**src/rtl/n64_vinput_demux_pkg.sv**
```systemverilog
// Shared definitions for the N64 video input demux: sync-word bit positions,
// pixel and line-counter widths, PAL threshold and the pixel-phase encoding.
package n64_vinput_demux_pkg;

    localparam int SYNC_VSYNC_BIT = 3;
    localparam int SYNC_CLAMP_BIT = 2;
    localparam int SYNC_HSYNC_BIT = 1;
    localparam int SYNC_CSYNC_BIT = 0;

    localparam int COLOR_W    = 7;
    localparam int PIXEL_W    = 3 * COLOR_W;
    localparam int LINE_CNT_W = 10;

    localparam logic [LINE_CNT_W-1:0] DEFAULT_PAL_THRESH = 10'd290;
    localparam int                    DEFAULT_HOLD_FIELDS = 2;

    // Which word of the pixel is expected next; PH_WAIT means a sync word is due.
    typedef enum logic [1:0] {
        PH_R    = 2'd0,
        PH_G    = 2'd1,
        PH_B    = 2'd2,
        PH_WAIT = 2'd3
    } phase_t;

    function automatic logic [LINE_CNT_W-1:0] sat_inc(input logic [LINE_CNT_W-1:0] value);
        return (&value) ? value : value + 1'b1;
    endfunction

endpackage

```
**src/rtl/n64_vinput_fieldclass.sv**
```systemverilog
// Field classifier: counts hsync falls per field, reports the line count at each
// vsync fall and filters the PAL / interlace decisions over consecutive fields.
module n64_vinput_fieldclass
    import n64_vinput_demux_pkg::*;
#(
    parameter logic [LINE_CNT_W-1:0] pal_line_thresh = DEFAULT_PAL_THRESH,
    parameter int                    hold_fields     = DEFAULT_HOLD_FIELDS
) (
    input  logic                  clock,
    input  logic                  reset,
    input  logic                  sync_stb,
    input  logic                  hsync,
    input  logic                  vsync,
    output logic [LINE_CNT_W-1:0] field_lines_o,
    output logic                  pal_o,
    output logic                  interlaced_o
);

    localparam int                HOLD_W    = $clog2(hold_fields + 1);
    localparam logic [HOLD_W-1:0] HOLD_LAST = HOLD_W'(hold_fields - 1);

    logic                  prev_hsync;
    logic                  prev_vsync;
    logic [LINE_CNT_W-1:0] line_cnt;
    logic [LINE_CNT_W-1:0] prev_field_cnt;
    logic                  first_done;
    logic [HOLD_W-1:0]     pal_cnt;
    logic [HOLD_W-1:0]     il_cnt;
    logic                  h_fall;
    logic                  v_fall;
    logic                  cand_pal;
    logic                  cand_il;

    assign h_fall   = sync_stb & prev_hsync & ~hsync;
    assign v_fall   = sync_stb & prev_vsync & ~vsync;
    assign cand_pal = (line_cnt >= pal_line_thresh);
    assign cand_il  = (line_cnt != prev_field_cnt);

    // A simultaneous hsync fall belongs to the new field, so it restarts the count at 1.
    always_ff @(posedge clock) begin
        if (reset) begin
            prev_hsync     <= 1'b1;
            prev_vsync     <= 1'b1;
            line_cnt       <= '0;
            prev_field_cnt <= '0;
            first_done     <= 1'b0;
            pal_cnt        <= '0;
            il_cnt         <= '0;
            field_lines_o  <= '0;
            pal_o          <= 1'b0;
            interlaced_o   <= 1'b0;
        end else if (sync_stb) begin
            prev_hsync <= hsync;
            prev_vsync <= vsync;
            if (v_fall) begin
                field_lines_o  <= line_cnt;
                prev_field_cnt <= line_cnt;
                first_done     <= 1'b1;
                line_cnt       <= h_fall ? LINE_CNT_W'(1) : '0;
                if (first_done) begin
                    if (cand_pal == pal_o) begin
                        pal_cnt <= '0;
                    end else if (pal_cnt == HOLD_LAST) begin
                        pal_o   <= ~pal_o;
                        pal_cnt <= '0;
                    end else begin
                        pal_cnt <= pal_cnt + 1'b1;
                    end
                    if (cand_il == interlaced_o) begin
                        il_cnt <= '0;
                    end else if (il_cnt == HOLD_LAST) begin
                        interlaced_o <= ~interlaced_o;
                        il_cnt       <= '0;
                    end else begin
                        il_cnt <= il_cnt + 1'b1;
                    end
                end
            end else if (h_fall) begin
                line_cnt <= sat_inc(line_cnt);
            end
        end
    end

endmodule

```
**src/rtl/n64_vinput_demux.sv**
```systemverilog
// N64 video input demux: turns the sync/R/G/B word stream into 21-bit pixels.
// Optional macro N64_VDEMUX_ERRCNT_EN adds a saturating framing-error counter.
module n64_vinput_demux
    import n64_vinput_demux_pkg::*;
#(
    parameter int                    color_width_i   = COLOR_W,
    parameter logic [LINE_CNT_W-1:0] pal_line_thresh = DEFAULT_PAL_THRESH,
    parameter int                    hold_fields     = DEFAULT_HOLD_FIELDS
) (
    input  logic                         N64_CLK_i,
    input  logic                         N64_RST_i,
    input  logic                         nVDSYNC_i,
    input  logic [color_width_i-1:0]     VD_i,
    output logic                         vdata_valid_o,
    output logic [3*color_width_i-1:0]   vdata_o,
    output logic                         vsync_o,
    output logic                         clamp_o,
    output logic                         hsync_o,
    output logic                         csync_o,
    output logic [LINE_CNT_W-1:0]        field_lines_o,
    output logic                         pal_o,
    output logic                         interlaced_o,
    output logic                         sync_err_o
`ifdef N64_VDEMUX_ERRCNT_EN
    ,
    output logic [7:0]                   err_cnt_o
`endif
);

    phase_t                   phase;
    logic [3:0]               sync_word;
    logic [color_width_i-1:0] r_cap;
    logic [color_width_i-1:0] g_cap;
    logic                     err_evt;

    // Framing error: a sync word interrupting a pixel, or a data word with no pixel open.
    assign err_evt = nVDSYNC_i ? (phase == PH_WAIT) : (phase != PH_WAIT);

    always_ff @(posedge N64_CLK_i) begin
        if (N64_RST_i) begin
            phase         <= PH_WAIT;
            sync_word     <= '0;
            r_cap         <= '0;
            g_cap         <= '0;
            vdata_valid_o <= 1'b0;
            vdata_o       <= '0;
            vsync_o       <= 1'b0;
            clamp_o       <= 1'b0;
            hsync_o       <= 1'b0;
            csync_o       <= 1'b0;
            sync_err_o    <= 1'b0;
        end else begin
            vdata_valid_o <= 1'b0;
            if (err_evt) begin
                sync_err_o <= 1'b1;
            end
            if (!nVDSYNC_i) begin
                sync_word <= VD_i[3:0];
                phase     <= PH_R;
            end else begin
                case (phase)
                    PH_R: begin
                        r_cap <= VD_i;
                        phase <= PH_G;
                    end
                    PH_G: begin
                        g_cap <= VD_i;
                        phase <= PH_B;
                    end
                    PH_B: begin
                        vdata_valid_o <= 1'b1;
                        vdata_o       <= {r_cap, g_cap, VD_i};
                        vsync_o       <= sync_word[SYNC_VSYNC_BIT];
                        clamp_o       <= sync_word[SYNC_CLAMP_BIT];
                        hsync_o       <= sync_word[SYNC_HSYNC_BIT];
                        csync_o       <= sync_word[SYNC_CSYNC_BIT];
                        phase         <= PH_WAIT;
                    end
                    default: phase <= PH_WAIT;
                endcase
            end
        end
    end

`ifdef N64_VDEMUX_ERRCNT_EN
    always_ff @(posedge N64_CLK_i) begin
        if (N64_RST_i) begin
            err_cnt_o <= '0;
        end else if (err_evt && err_cnt_o != 8'hFF) begin
            err_cnt_o <= err_cnt_o + 8'd1;
        end
    end
`endif

    n64_vinput_fieldclass #(
        .pal_line_thresh (pal_line_thresh),
        .hold_fields     (hold_fields)
    ) u_fieldclass (
        .clock         (N64_CLK_i),
        .reset         (N64_RST_i),
        .sync_stb      (~nVDSYNC_i),
        .hsync         (VD_i[SYNC_HSYNC_BIT]),
        .vsync         (VD_i[SYNC_VSYNC_BIT]),
        .field_lines_o (field_lines_o),
        .pal_o         (pal_o),
        .interlaced_o  (interlaced_o)
    );

endmodule

```
**config.mk**
```make
export PLATFORM = sky130hd
export DESIGN_NAME = n64_vinput_demux
export DESIGN_NICKNAME = d
export VERILOG_FILES = /design/src/rtl/n64_vinput_demux_pkg.sv /design/src/rtl/n64_vinput_fieldclass.sv /design/src/rtl/n64_vinput_demux.sv
export SDC_FILE = /design/constraint.sdc
export NUM_CORES = 1
export LEC_CHECK = 0
export BUFFER_PORTS_ARGS = -buffer_cell sky130_fd_sc_hd__buf_2
export CORE_UTILIZATION = 57
export DETAILED_ROUTE_END_ITERATION = 16
export GPL_TIMING_DRIVEN = 0
export PLACE_DENSITY = 0.84
export RECOVER_POWER = 50
export SLEW_MARGIN = 20
export SYNTH_ARGS = -nofsm -noshare
export SYNTH_HDL_FRONTEND = slang
export SYNTH_HIERARCHICAL = 1
export SYNTH_SLANG_ARGS = --single-unit
```
**constraint.sdc**
```tcl
create_clock -name N64_CLK_i -period 2.9 [get_ports N64_CLK_i]
set_input_delay 0.87 -clock N64_CLK_i [delete_from_list [all_inputs] [get_ports N64_CLK_i]]
set_output_delay 0.87 -clock N64_CLK_i [all_outputs]
set_load 0.02 [all_outputs]
```
==> reports/summary.txt <==
Critical path's top delay family -> buffers and inverters
CTS tree -> done
Root buffer cell -> clkbuf_8
Final setup fails -> 0
Pins Over Slew Limit -> 0
Max_cap viols -> 0
Port-buffer cells -> 48
DRC -> 0
Vias per inst -> 5.54
Post-CTS Hold Buffers -> 0
H-tree depth -> 3
Tcrit/Tclk final -> 84.5%
Vias in the first global route -> 2545
DR pass1 iterations -> 4
PwrDens -> 553 mW/mm2
Critical path's largest stage delay -> 0.45 ns
Worst-margin pin slew -> 0.588 ns
Most numerous cell in the Yosys netlist -> dfxtp_1
Setup Total Neg Slack -> 0 ns
Slew headroom -> 60.4%
Drt wl/cell -> 15.0 um
GRT Total Usage -> 24.9%
Core area -> 0.00564 mm2
Post-synth EDFFs -> 0
Die X -> 79.6 um
Post-Syn Instances -> 357
RSZ-0062 raised after global routing -> no
Post-Route WL -> 7360 um
CP endpoint kind -> flop
DR iter-0 viols -> 103
Nature of the critical path startpoint -> input pin
Fin. Hold Viols -> 0
Initial core utilization -> 60.8%
GPL Wtd Cong -> 0.804
Worst Setup Path Type -> in2reg
Die area -> 0.00633 mm2
CTS max path bufs -> 2
Number of synthesis warnings -> 6
Largest cells by area after synthesis -> dfxtp_1 (44%), mux2i_1 (13%), nand2b_1 (9.8%)
Clock latency on the worst-skew pair -> 0.35 ns
Antenna viol nets, final -> 0
Post-DP HPWL -> 5210 um
CP dominant cell by count -> clkbuf_1
Worst-path fanout max -> 10
Placed Area -> 0.00376 mm2
Area of the mapped netlist -> 0.00343 mm2
Post-synth cell types -> 54
Synth Register Bits -> 76
Final instance area -> 0.00397 mm2
Clock Sinks -> 76
Pleak -> 1.66 nW
Mapped Nets -> 369
Row count -> 27
CP Buf/Inv Count -> 4
Syn Area/Cell -> 9.61 um2
Total number of vias -> 2728
Tot Pwr -> 2.20 mW
Worst min path class -> reg2reg
Worst path arrival time -> 2.68 ns
Sequential area share after synthesis -> 44.3%
Largest net degree at the start of global routing -> 14
Top-Level Pins -> 49
Synth top cells by count -> dfxtp_1 (76), nand2b_1 (54), mux2i_1 (46)
# Post-CTS Setup Buffers -> 0
Highest clock rate -> 0.408 GHz
Fraction of layout instances using a drive strength above 1 -> 15.7%
Slowest CP cell -> or3b_2
FFs w/ async S/R, synth -> 0%
Peak VDD IR -> 387 uV
Synth top area share -> 44.3%
Min Clock Period, post-route -> 2.45 ns
Die Span Y -> 79.6 um
Initial antenna violation count -> 0
Final net count -> 428
Crit-path cells -> clkbuf_1 > buf_4 > inv_1 > nand4b_1 > clkbuf_1 > nor4_1 > a32o_1 > or3b_2
Outcome -> complete, no violations
Layout filler cell count -> 451
Fin Clk Skew -> 0.0104 ns
First-pass GRT wire length -> 12000 um
Ant diodes -> 0
GRT overflow -> 0
Reg clk slew, reported paths -> 0.08 ns
Ys flop type -> dfxtp_1
CP required -> 3.13 ns
Synth area leader -> dfxtp_1
Post_cts resized -> 0
Synth-to-layout area growth -> 15.8%
Num CTS Buffers -> 9
[flip-flops by register name (all words and copies together) (netlist names), 2 cells and up]
name and count:
g_cap 7, vdata_o 21, u_fieldclass/line_cnt 10, u_fieldclass/il_cnt 2, sync_word 4, phase 2, u_fieldclass/prev_field_cnt 10, r_cap 7
u_fieldclass/pal_cnt 2
[report_power, final]
part           internal (mW)  switching, mW  total [mW]
clock                  0.570          0.385       0.955
sequential              1.07         0.0185        1.08
combinational         0.0649         0.0926       0.158
total                   1.70          0.496        2.20
[per-layer routing]
metal	GRT usage (%)	vias to the layer above	part of all wire [%]
met1	28.4	1297	44
met3	7.31	12	3.9
li1	-	1357	-
met5	0	-	0
met4	8.55	0	1.4
met2	44.0	62	51
[through the flow]
stage          util (%)  hold slack [ns]  cells  worst slack (ns)
5_1_grt            70.4            0.491    492             0.350
2_1_floorplan         -            0.433    357             0.579
3_3_place_gp       66.7            0.445    477             0.274
6_report           70.4            0.471    492             0.449
3_5_place_dp       66.7            0.461    477             0.202
4_1_cts            70.9            0.477    492             0.584
[cells by family (layout without fill, tap and decap cells)]
group	after synthesis	in the layout	synth area share (%)
xor gates and xnor gates	13	13	3.32
muxes	46	46	13.4
DFF	76	76	44.3
adders and majority gates	2	2	0.729
AOI/OAI and AO/OA	43	43	8.53
buffers and inverters	29	92	4.34
and+or+nand+nor	148	148	25.3
[cell type report]
type                            count  area, um2  area share (%)
Buffer                             25        133            3.34
Clock buffer                        9        124            3.12
Clock inverter                      6        113            2.83
Inverter                            4       15.0           0.378
Multi-Input combinational cell    252       1760            44.3
Sequential cell                    76       1520            38.3
Tap cell                           72       90.1            2.27
Timing Repair Buffer               48        216            5.45
[worst paths after layout]
kind,start,slack [ns],end,depth (start not counted)
setup reg to reg,u_fieldclass/line_cnt[1],0.95,u_fieldclass/line_cnt[5],5
hold / removal,vdata_o[2],0.47,vdata_o[2],2
setup / recovery,nVDSYNC_i,0.45,u_fieldclass/il_cnt[0],8
hold reg to reg,vdata_o[2],0.47,vdata_o[2],2
[worst min-delay path, delay by kind of cell (launching register included)]
kind / cells / cell delay [ns]
DFF: 1 / 0.32
and+or+nand+nor: 1 / 0.06
muxes: 1 / 0.05
[cells in the final DEF, fill, tap and decap left out, types with 4 or more instances in the layout]
cell and instances:
a21oi_1 14, clkbuf_1 31, nand3_1 7, mux2i_1 46
nor2_1 15, buf_2 36, o21ai_0 8, or3_1 5
xnor2_1 11, nor3_1 4, nand2_1 29, clkbuf_8 9
nand2b_1 54, inv_1 4, or4_1 4, dfxtp_1 76
a211oi_1 6
Note: power is estimated with default switching activity, not from simulation.
